**src/rtl/riscv_mc_controller.sv**
```systemverilog
// riscv_mc_controller: multi-cycle control FSM for the RV32I-subset core.
// Sequences fetch/decode/execute/writeback over a shared ALU and a unified
// req/ready memory, and keeps cycle/retired-instruction counters.
// Parameters:
//   CNT_W       - width of cycle_cnt / instret_cnt (wrapping)
//   MEM_TIMEOUT - max memory wait cycles before halting with mem_err (0 = never)
//   TMO_W       - width of the wait counter (MEM_TIMEOUT < 2**TMO_W)
// Optional feature macro: ILLEGAL_TRAP_EN
//   defined   - unknown opcodes halt with illegal=1 and are not retired
//   undefined - unknown opcodes retire as NOPs and illegal is tied low
module riscv_mc_controller #(
    parameter int CNT_W       = 32,
    parameter int MEM_TIMEOUT = 0,
    parameter int TMO_W       = 8
) (
    input  logic             clk,
    input  logic             rst,
    input  logic [6:0]       op,
    input  logic [2:0]       funct3,
    input  logic [6:0]       funct7,
    input  logic             Zero,
    input  logic             lt,
    input  logic             mem_ready,
    output logic             mem_req,
    output logic             MemWrite,
    output logic             AdrSrc,
    output logic             IRWrite,
    output logic             PCWrite,
    output logic             RegWrite,
    output logic [1:0]       ResultSrc,
    output logic [1:0]       ALUSrcA,
    output logic [1:0]       ALUSrcB,
    output logic [2:0]       ALUControl,
    output logic [2:0]       ImmSrc,
    output logic             done,
    output logic             mem_err,
    output logic             illegal,
    output logic [CNT_W-1:0] cycle_cnt,
    output logic [CNT_W-1:0] instret_cnt
);

    typedef enum logic [3:0] {
        S_FETCH  = 4'd0,
        S_DECODE = 4'd1,
        S_EXR    = 4'd2,
        S_EXI    = 4'd3,
        S_ALUWB  = 4'd4,
        S_MEMADR = 4'd5,
        S_MEMRD  = 4'd6,
        S_MEMWB  = 4'd7,
        S_MEMWR  = 4'd8,
        S_BRANCH = 4'd9,
        S_JAL    = 4'd10,
        S_JALR   = 4'd11,
        S_JALR2  = 4'd12,
        S_LUI    = 4'd13,
        S_HALT   = 4'd14
    } state_t;

    localparam bit               TMO_EN    = (MEM_TIMEOUT > 0);
    localparam logic [TMO_W-1:0] TMO_LIMIT = TMO_W'(MEM_TIMEOUT);

    // ALU operation from funct3; funct7 selects sub only for register ops
    function automatic logic [2:0] alu_dec(input logic [2:0] f3,
                                           input logic [6:0] f7,
                                           input logic       use_f7);
        logic [2:0] res;
        res = 3'b000;
        case (f3)
            3'b000:  res = (use_f7 && (f7 == 7'b0100000)) ? 3'b001 : 3'b000;
            3'b111:  res = 3'b010;
            3'b110:  res = 3'b011;
            3'b010:  res = 3'b100;
            3'b100:  res = 3'b101;
            default: res = 3'b000;
        endcase
        return res;
    endfunction

    // Immediate format from the opcode, independent of FSM state
    function automatic logic [2:0] imm_dec(input logic [6:0] opc);
        logic [2:0] res;
        res = 3'b000;
        case (opc)
            7'b0100011: res = 3'b001;
            7'b1100011: res = 3'b010;
            7'b1101111: res = 3'b011;
            7'b0110111: res = 3'b100;
            default:    res = 3'b000;
        endcase
        return res;
    endfunction

    state_t             state_r;
    state_t             state_nx_s;
    logic [CNT_W-1:0]   cycle_cnt_r;
    logic [CNT_W-1:0]   instret_cnt_r;
    logic [TMO_W-1:0]   tmo_cnt_r;
    logic [TMO_W-1:0]   tmo_inc_s;
    logic               mem_err_r;
    logic               wait_state_s;
    logic               tmo_hit_s;
    logic               taken_s;
    logic               mem_req_s;
    logic               mem_write_s;
    logic               adr_src_s;
    logic               ir_write_s;
    logic               pc_write_s;
    logic               reg_write_s;
    logic [1:0]         result_src_s;
    logic [1:0]         alu_src_a_s;
    logic [1:0]         alu_src_b_s;
    logic [2:0]         alu_control_s;
`ifdef ILLEGAL_TRAP_EN
    logic               illegal_r;
    logic               illegal_set_s;
`endif

    assign wait_state_s = (state_r == S_FETCH) || (state_r == S_MEMRD) || (state_r == S_MEMWR);
    assign tmo_inc_s    = tmo_cnt_r + TMO_W'(1);
    // a ready in the final wait cycle is not a wait cycle, so ready wins
    assign tmo_hit_s    = TMO_EN && wait_state_s && !mem_ready && (tmo_inc_s == TMO_LIMIT);

    // Branch condition evaluation from funct3 and the ALU flags
    always_comb begin
        taken_s = 1'b0;
        case (funct3)
            3'b000:  taken_s = Zero;
            3'b001:  taken_s = !Zero;
            3'b100:  taken_s = lt;
            3'b101:  taken_s = !lt;
            default: taken_s = 1'b0;
        endcase
    end

    // Next-state and per-state strobes; every strobe defaults low
    always_comb begin
        state_nx_s    = state_r;
        mem_req_s     = 1'b0;
        mem_write_s   = 1'b0;
        adr_src_s     = 1'b0;
        ir_write_s    = 1'b0;
        pc_write_s    = 1'b0;
        reg_write_s   = 1'b0;
        result_src_s  = 2'b00;
        alu_src_a_s   = 2'b00;
        alu_src_b_s   = 2'b00;
        alu_control_s = 3'b000;
`ifdef ILLEGAL_TRAP_EN
        illegal_set_s = 1'b0;
`endif
        case (state_r)
            S_FETCH: begin
                mem_req_s = 1'b1;
                if (mem_ready) begin
                    ir_write_s   = 1'b1;
                    pc_write_s   = 1'b1;
                    alu_src_a_s  = 2'b00;
                    alu_src_b_s  = 2'b10;
                    result_src_s = 2'b10;
                    state_nx_s   = S_DECODE;
                end else if (tmo_hit_s) begin
                    state_nx_s = S_HALT;
                end else begin
                    state_nx_s = S_FETCH;
                end
            end
            S_DECODE: begin
                alu_src_a_s = 2'b01;
                alu_src_b_s = 2'b01;
                case (op)
                    7'b0110011: state_nx_s = S_EXR;
                    7'b0010011: state_nx_s = S_EXI;
                    7'b0000011: state_nx_s = S_MEMADR;
                    7'b0100011: state_nx_s = S_MEMADR;
                    7'b1100011: state_nx_s = S_BRANCH;
                    7'b1101111: state_nx_s = S_JAL;
                    7'b1100111: state_nx_s = S_JALR;
                    7'b0110111: state_nx_s = S_LUI;
                    7'b0000000: state_nx_s = S_HALT;
                    default: begin
`ifdef ILLEGAL_TRAP_EN
                        state_nx_s    = S_HALT;
                        illegal_set_s = 1'b1;
`else
                        state_nx_s    = S_FETCH;
`endif
                    end
                endcase
            end
            S_EXR: begin
                alu_src_a_s   = 2'b10;
                alu_src_b_s   = 2'b00;
                alu_control_s = alu_dec(funct3, funct7, 1'b1);
                state_nx_s    = S_ALUWB;
            end
            S_EXI: begin
                alu_src_a_s   = 2'b10;
                alu_src_b_s   = 2'b01;
                alu_control_s = alu_dec(funct3, funct7, 1'b0);
                state_nx_s    = S_ALUWB;
            end
            S_ALUWB: begin
                result_src_s = 2'b00;
                reg_write_s  = 1'b1;
                state_nx_s   = S_FETCH;
            end
            S_MEMADR: begin
                alu_src_a_s = 2'b10;
                alu_src_b_s = 2'b01;
                if (op == 7'b0000011) begin
                    state_nx_s = S_MEMRD;
                end else begin
                    state_nx_s = S_MEMWR;
                end
            end
            S_MEMRD: begin
                mem_req_s = 1'b1;
                adr_src_s = 1'b1;
                if (mem_ready) begin
                    state_nx_s = S_MEMWB;
                end else if (tmo_hit_s) begin
                    state_nx_s = S_HALT;
                end else begin
                    state_nx_s = S_MEMRD;
                end
            end
            S_MEMWB: begin
                result_src_s = 2'b01;
                reg_write_s  = 1'b1;
                state_nx_s   = S_FETCH;
            end
            S_MEMWR: begin
                mem_req_s   = 1'b1;
                mem_write_s = 1'b1;
                adr_src_s   = 1'b1;
                if (mem_ready) begin
                    state_nx_s = S_FETCH;
                end else if (tmo_hit_s) begin
                    state_nx_s = S_HALT;
                end else begin
                    state_nx_s = S_MEMWR;
                end
            end
            S_BRANCH: begin
                alu_src_a_s   = 2'b10;
                alu_src_b_s   = 2'b00;
                alu_control_s = 3'b001;
                result_src_s  = 2'b00;
                pc_write_s    = taken_s;
                state_nx_s    = S_FETCH;
            end
            S_JAL, S_JALR2: begin
                pc_write_s   = 1'b1;
                result_src_s = 2'b00;
                alu_src_a_s  = 2'b01;
                alu_src_b_s  = 2'b10;
                state_nx_s   = S_ALUWB;
            end
            S_JALR: begin
                alu_src_a_s = 2'b10;
                alu_src_b_s = 2'b01;
                state_nx_s  = S_JALR2;
            end
            S_LUI: begin
                result_src_s = 2'b11;
                reg_write_s  = 1'b1;
                state_nx_s   = S_FETCH;
            end
            S_HALT: begin
                state_nx_s = S_HALT;
            end
            default: begin
                state_nx_s = S_FETCH;
            end
        endcase
    end

    // State, counters, wait timer and sticky halt flags
    always_ff @(posedge clk) begin
        if (rst) begin
            state_r       <= S_FETCH;
            cycle_cnt_r   <= '0;
            instret_cnt_r <= '0;
            tmo_cnt_r     <= '0;
            mem_err_r     <= 1'b0;
`ifdef ILLEGAL_TRAP_EN
            illegal_r     <= 1'b0;
`endif
        end else begin
            state_r <= state_nx_s;
            if (state_r != S_HALT) begin
                cycle_cnt_r <= cycle_cnt_r + CNT_W'(1);
            end
            if ((state_r != S_FETCH) && (state_nx_s == S_FETCH)) begin
                instret_cnt_r <= instret_cnt_r + CNT_W'(1);
            end
            if (TMO_EN && wait_state_s && !mem_ready) begin
                tmo_cnt_r <= tmo_inc_s;
            end else begin
                tmo_cnt_r <= '0;
            end
            mem_err_r <= mem_err_r | tmo_hit_s;
`ifdef ILLEGAL_TRAP_EN
            illegal_r <= illegal_r | illegal_set_s;
`endif
        end
    end

    // architectural writes are suppressed while reset is applied
    assign mem_req     = mem_req_s;
    assign MemWrite    = mem_write_s;
    assign AdrSrc      = adr_src_s;
    assign IRWrite     = ir_write_s  & ~rst;
    assign PCWrite     = pc_write_s  & ~rst;
    assign RegWrite    = reg_write_s & ~rst;
    assign ResultSrc   = result_src_s;
    assign ALUSrcA     = alu_src_a_s;
    assign ALUSrcB     = alu_src_b_s;
    assign ALUControl  = alu_control_s;
    assign ImmSrc      = imm_dec(op);
    assign done        = (state_r == S_HALT);
    assign mem_err     = mem_err_r;
    assign cycle_cnt   = cycle_cnt_r;
    assign instret_cnt = instret_cnt_r;
`ifdef ILLEGAL_TRAP_EN
    assign illegal     = illegal_r;
`else
    assign illegal     = 1'b0;
`endif

endmodule
```
**config.mk**
```make
export PLATFORM = sky130hd
export DESIGN_NAME = riscv_mc_controller
export DESIGN_NICKNAME = d
export VERILOG_FILES = /design/src/rtl/riscv_mc_controller.sv
export SDC_FILE = /design/constraint.sdc
export NUM_CORES = 1
export LEC_CHECK = 0
export ABC_AREA = 1
export BUFFER_PORTS_ARGS = -buffer_cell sky130_fd_sc_hd__buf_2
export CORE_MARGIN = 4
export CORE_UTILIZATION = 54
export DETAILED_ROUTE_END_ITERATION = 7
export PLACE_DENSITY = 0.92
export SYNTH_ARGS = -nofsm -noshare
export SYNTH_HDL_FRONTEND = slang
export SYNTH_SLANG_ARGS = --single-unit
```
**constraint.sdc**
```tcl
create_clock -name clk -period 1.9 [get_ports clk]
set_input_delay 0.38 -clock clk [delete_from_list [all_inputs] [get_ports clk]]
set_output_delay 0.38 -clock clk [all_outputs]
set_load 0.01 [all_outputs]
```
==> flow_summary.json, run 1 <==
{
  "min_from": "cycle_cnt[0]",
  "period_minus_slack_ns": 2.09,
  "fp-row-count": 32,
  "critPathLaunchType": "register",
  "rr_worst_depth": 13,
  "power_density_nw_per_um2": 507,
  "power_leakage_uw": 0.00278,
  "ys.flop_type": "dfxtp_1",
  "drtIter0Drc": 634,
  "initial_utilization": 0.555,
  "ys_seq_area_frac": 0.319,
  "grt_max_degree": 52,
  "rsz0062_at_grt": "true",
  "cp_num_buf_inv": 3,
  "crit_start": "state_r[1]",
  "status": "finished, violations left",
  "r2r_slack_ns": -0.19,
  "worstSetupPathDepth": 13,
  "fin_nets": 881,
  "cp_max_fo": 7,
  "fmax_mhz": 478,
  "ys_ff_latch": 68,
  "power_switching_share": 0.275,
  "crit_family": "simple AND/OR/NAND/NOR gates",
  "hold_viol": 0,
  "clockPowerShare": 0.407,
  "grt_pass1_vias": 4967,
  "cts_hold_buf": 0,
  "layout_setup_ws_ns": -0.192,
  "hold_class": "register to register",
  "p_total_uw": 3050,
  "grt_overflow": 0,
  "finalWirelength_mm": 15.6,
  "violations": "design-rule violations, negative setup slack",
  "fin_cells": 964,
  "ant_nets": 0,
  "num-fill-cells": 490,
  "path_cells": "nand2_4, inv_2, nand2_2, nand2_2, or2_1, nor2_2, nand2_2, nor2_4, buf_12, buf_16, nand4_1, nand2_1, nor2_1",
  "syn_inst": 703,
  "dp_hpwl_mm": 9.32,
  "diodes": 0,
  "syn2layout_area_growth_pct": 40.9,
  "dieArea_sq_um": 9390,
  "vias": 5676,
  "critPathSlowestCell": "dfxtp_4",
  "yosys_warnings": 0,
  "p_switching_uw": 839,
  "p_int_uw": 2210,
  "cp_data_arrival_time_ns": 2.35,
  "multi_input_area_sq_um": 2730,
  "register_area_sq_um": 1380,
  "finalSetupViolations": 36,
  "io_buffers": 104,
  "io_pins": 107,
  "cts_root_buffer": "clkbuf_8",
  "clock_latency_ns": 0.36,
  "cts_tree": "yes",
  "synth_edf_count": 0,
  "worstHoldPathCells": 1,
  "cts_buffers": 9,
  "synthArstFlopShare": 0,
  "cp.required_ns": 2.15,
  "hold_ws_ns": 0.462,
  "vdd_drop_max_v": 0.000511,
  "drive_gt1_frac": 0.310,
  "placed_cells": 924,
  "combPwrFrac": 0.117,
  "crit_path_end_kind": "register",
  "fp.dieH_microns": 96.9,
  "r2r_end": "instret_cnt[9]",
  "syn_area_sq_um": 4270,
  "routed_via_density": 5.89,
  "core_area_sq_um": 7690,
  "mostFrequentLayoutCell": "nand2_1",
  "die_w_microns": 96.9,
  "htree_levels": 3,
  "worstSetupPathType": "register to register",
  "cp_slowest_stage_delay_ns": 0.40,
  "most-common-layout-cells": "nand2_1 (151), buf_2 (104), inv_1 (98)",
  "gp_congestion": 0.989,
  "antenna_found_initial": 0,
  "drv_cap": 0,
  "track_usage": 0.266,
  "drv_slew": 0,
  "finalCritPeriodShare": 1.10,
  "first_pass_iters": 8,
  "avgSynthCellArea_sq_um": 6.07,
  "drc": 1,
  "grt_first_pass_wirelength_mm": 21.5,
  "yosysUniqueCellTypes": 32,
  "cts_sinks": 68,
  "finalSetupTns_ns": -2.73,
  "clk_path_buf_depth": 2,
  "timing.rr.start": "state_r[1]",
  "wire_per_inst_microns": 16.2,
  "clock_skew_ns": 0.00810,
  "cp_common_cell": "nand2_2",
  "clkTransAtPathRegs_ns": 0.08,
  "power_frac_seq": 0.475,
  "min_to": "cycle_cnt[0]"
}
==> per-layer routing <==
metal,part of all wire,up-vias,global-route usage
met3,0.10,100,0.0606
met2,0.49,416,0.467
met1,0.36,2576,0.310
met5,0,-,0
met4,0.052,0,0.110
li1,-,2584,-
==> state kept, by name (all words and copies together), names as in the netlist <==
| signal | flops |
|---|---|
| state_r | 4 |
| cycle_cnt | 32 |
| instret_cnt | 32 |
==> power by group through the flow <==
stage | Sequential [uW] | Combinational [uW] | Clock [uW]
final | 1450 | 358 | 1240
after global routing | 1450 | 377 | 1330
after CTS | 1440 | 274 | 1250
after detailed placement | 1480 | 260 | 0
after global placement | 1480 | 249 | 0
after floorplan | 1480 | 151 | 0
==> timing repair <==
item,CTS,global route
buffers inserted,3,12
resized for setup,32,83
pin swaps,9,42
cloned,1,8
hold endpoints to repair,0,0
endpoints found under the setup margin,41,52
==> area by class of cell <==
type | instances | area share
Sequential cell | 68 | 0.230
Multi-Input combinational cell | 504 | 0.454
Inverter | 110 | 0.0699
Clock buffer | 10 | 0.0229
Clock inverter | 6 | 0.0106
Timing Repair Buffer | 164 | 0.192
Tap cell | 102 | 0.0212
==> kinds of logic after synthesis <==
kind of cell | count (synthesis) | share of synthesized area
compound gates | 59 | 0.0718
fa+ha+maj | 2 | 0.00586
simple gates | 418 | 0.434
other cells | 1 | 0.000879
buf+inv | 133 | 0.123
flops | 68 | 0.319
xor+xnor | 22 | 0.0451
==> Yosys cell counts (2+ instances only) <==
cell | number | area share
a21oi_1 | 32 | 0.038
buf_2 | 8 | 0.0094
buf_4 | 4 | 0.0070
clkbuf_1 | 10 | 0.0088
dfxtp_1 | 68 | 0.32
ha_1 | 2 | 0.0059
inv_1 | 109 | 0.096
nand2_1 | 161 | 0.14
nand3_1 | 53 | 0.062
nand3b_1 | 2 | 0.0035
nand4_1 | 48 | 0.070
nor2_1 | 106 | 0.093
nor2_2 | 3 | 0.0044
nor3_1 | 32 | 0.038
nor3b_1 | 2 | 0.0035
nor4_1 | 6 | 0.0088
o21ai_0 | 22 | 0.026
xnor2_1 | 7 | 0.014
xor2_1 | 15 | 0.031
==> worst max-delay path by stage <==
stage / end
finish: instret_cnt[9]
global route: instret_cnt[22]
CTS: PCWrite
detailed placement: instret_cnt[16]
global placement: instret_cnt[31]
floorplan: instret_cnt[28]
==> through the flow <==
| step | util | cell area (sq um) | worst slack [ns] |
|---|---|---|---|
| CTS | 0.710 | 5460 | -0.0638 |
| floorplan | - | 4270 | 0.0868 |
| global placement | 0.666 | 5120 | -0.0240 |
| detailed placement | 0.666 | 5120 | -0.141 |
| global route | 0.782 | 6010 | -0.268 |
| finish | 0.782 | 6010 | -0.192 |
==> worst register-to-register path, stage by stage (launching register included) <==
cell and delay [ns]:
dfxtp_4 0.40, nand2_4 0.10, inv_2 0.04, nand2_2 0.09
nand2_2 0.08, or2_1 0.22, nor2_2 0.17, nand2_2 0.08
nor2_4 0.18, buf_12 0.18, buf_16 0.13, nand4_1 0.13
nand2_1 0.14, nor2_1 0.06
No activity file was read; power rests on OpenSTA's default activity.
==> inputs of run 2 (changes only) <==
--- a/config.mk
+++ b/config.mk
@@ -8,4 +8,5 @@
 export ABC_AREA = 1
 export BUFFER_PORTS_ARGS = -buffer_cell sky130_fd_sc_hd__buf_2
+export CORE_ASPECT_RATIO = 1.2
 export CORE_MARGIN = 4
 export CORE_UTILIZATION = 54
==> constraint.sdc (replaced) <==
create_clock -name clk -period 1.9 [get_ports clk]
set_input_delay 0.38 -clock clk [delete_from_list [all_inputs] [get_ports clk]]
set_output_delay 0.38 -clock clk [all_outputs]
set_load 0.02 [all_outputs]
==> flow_summary.json, run 2 (same netlist as run 1, synthesis figures left out) <==
{
  "first_pass_iters": 6,
  "rsz0062_at_grt": "true",
  "wl_met2_mm": 8.38,
  "cts_sinks": 68,
  "die_w_microns": 89.2,
  "violations": "negative setup slack",
  "wl_met3_mm": 1.46,
  "diodes": 0,
  "vias": 5807,
  "fin_nets": 891,
  "grt_overflow": 0,
  "fmax_mhz": 449,
  "hold_class": "register to register",
  "clock_latency_ns": 0.36,
  "clock_skew_ns": 0.0126,
  "power_leakage_uw": 0.00289,
  "cp_common_cell": "nand2_2",
  "num-fill-cells": 472,
  "place_area_sq_um": 5200,
  "drive_gt1_frac": 0.330,
  "drc": 0,
  "wl_met1_mm": 5.94,
  "vdd_drop_max_v": 0.000484,
  "finalSetupViolations": 39,
  "top_layer": "met4",
  "initial_utilization": 0.554,
  "finalWirelength_mm": 17.0,
  "crit_path_end_kind": "register",
  "syn2layout_area_growth_pct": 46.0,
  "ant_nets": 0,
  "layout_setup_ws_ns": -0.326,
  "cts_buffers": 9,
  "drv_slew": 0,
  "cp_slowest_stage_delay_ns": 0.38,
  "dieArea_sq_um": 9400,
  "most-common-layout-cells": "nand2_1 (143), inv_1 (97), buf_2 (97)",
  "critPathLaunchType": "register",
  "fp.dieH_microns": 105,
  "track_usage": 0.277,
  "core_area_sq_um": 7710,
  "mostFrequentLayoutCell": "nand2_1",
  "grt_max_degree": 28,
  "worstSetupPathType": "register to register",
  "cp_data_arrival_time_ns": 2.48,
  "cp.required_ns": 2.16,
  "drv_cap": 0,
  "clk_path_buf_depth": 2,
  "fp-row-count": 35,
  "critPathSlowestCell": "dfxtp_4",
  "cp_max_fo": 11,
  "wire_per_inst_microns": 17.6,
  "grt_pass1_vias": 4926,
  "cts_hold_buf": 0,
  "clkTransAtPathRegs_ns": 0.08,
  "period_minus_slack_ns": 2.23,
  "cts_root_buffer": "clkbuf_8",
  "fin_area_sq_um": 6230,
  "status": "finished, violations left",
  "antenna_found_initial": 0,
  "gp_congestion": 0.952,
  "htree_levels": 3,
  "finalCritPeriodShare": 1.17,
  "hold_viol": 0,
  "grt_first_pass_wirelength_mm": 21.3,
  "cts_tree": "yes",
  "pre_cts_ws_ns": -0.0768,
  "power_density_nw_per_um2": 502,
  "drtIter0Drc": 715,
  "hold_ws_ns": 0.476,
  "dp_hpwl_mm": 9.12,
  "io_pins": 107,
  "routed_via_density": 6.02,
  "io_buffers": 104,
  "path_cells": "nand2_2, inv_1, nand2_2, nand2_2, or2_1, nor2_2, nand2_2, nor2_4, buf_12, clkbuf_16, nand4_1, nand2_1, nor2_1"
}
[run 2: changes by cell type in the layout (fill, tap and decap cells not counted), moves of 4 or more]
cell / previous run / this run
nand3_2: 8 / 17
nor2_2: 18 / 13
a21oi_1: 30 / 26
buf_6: 3 / 12
nand3_4: 5 / 1
buf_4: 45 / 51
nand2_4: 3 / 8
a21oi_2: 2 / 6
nand2_1: 151 / 143
nand3_1: 42 / 36
buf_2: 104 / 97
[run 2: what timing repair did]
item,4_1_cts,5_1_grt
pin swaps,13,49
gates resized for setup,38,108
setup buffers,8,9
hold endpoints to repair,0,0
gates cloned,1,8
endpoints found under the setup margin,28,49
[run 2: cell type report]
class                      count  area [sq um]  share of cell area
clock inverter                 4          48.8             0.00783
timing repair buffer         175          1350               0.217
sequential                    68          1380               0.222
clock buffer                  12           145              0.0233
inverter                     110           425              0.0683
multi-input combinational    503          2760               0.444
tap                           92           115              0.0185
[run 2: final timing paths]
path                          end    startpoint  cells after the start  slack (ns)
setup / recovery  instret_cnt[14]    state_r[2]                     13       -0.33
setup reg to reg  instret_cnt[14]    state_r[2]                     13       -0.33
hold reg to reg      cycle_cnt[0]  cycle_cnt[0]                      1        0.48
hold / removal       cycle_cnt[0]  cycle_cnt[0]                      1        0.48
[run 2: layer usage]
metal / track usage / vias up
li1: - / 2599
met1: 0.330 / 2642
met2: 0.473 / 420
met3: 0.0422 / 146
met4: 0.134 / 0
met5: 0 / -
[run 2: metrics by stage]
stage	utilization	power [uW]	cells	setup TNS, ns
final	0.808	3130	964	-5.72
after detailed placement	0.675	1780	922	-1.41
after global placement	0.675	1770	922	-0.479
after floorplan	-	1650	704	0
after global routing	0.808	3210	964	-9.88
after CTS	0.726	2980	947	-0.226
[run 2: where the power goes]
group,internal (uW),switching [uW]
sequential,1430,13.1
clock,642,590
combinational,185,270
total,2260,872
[run 2: worst max-delay path, delay by kind of cell (launching register included)]
| kind | cells | cell delay, ns |
|---|---|---|
| and+or+nand+nor | 10 | 1.30 |
| buffers and inverters | 3 | 0.44 |
| DFF | 1 | 0.38 |
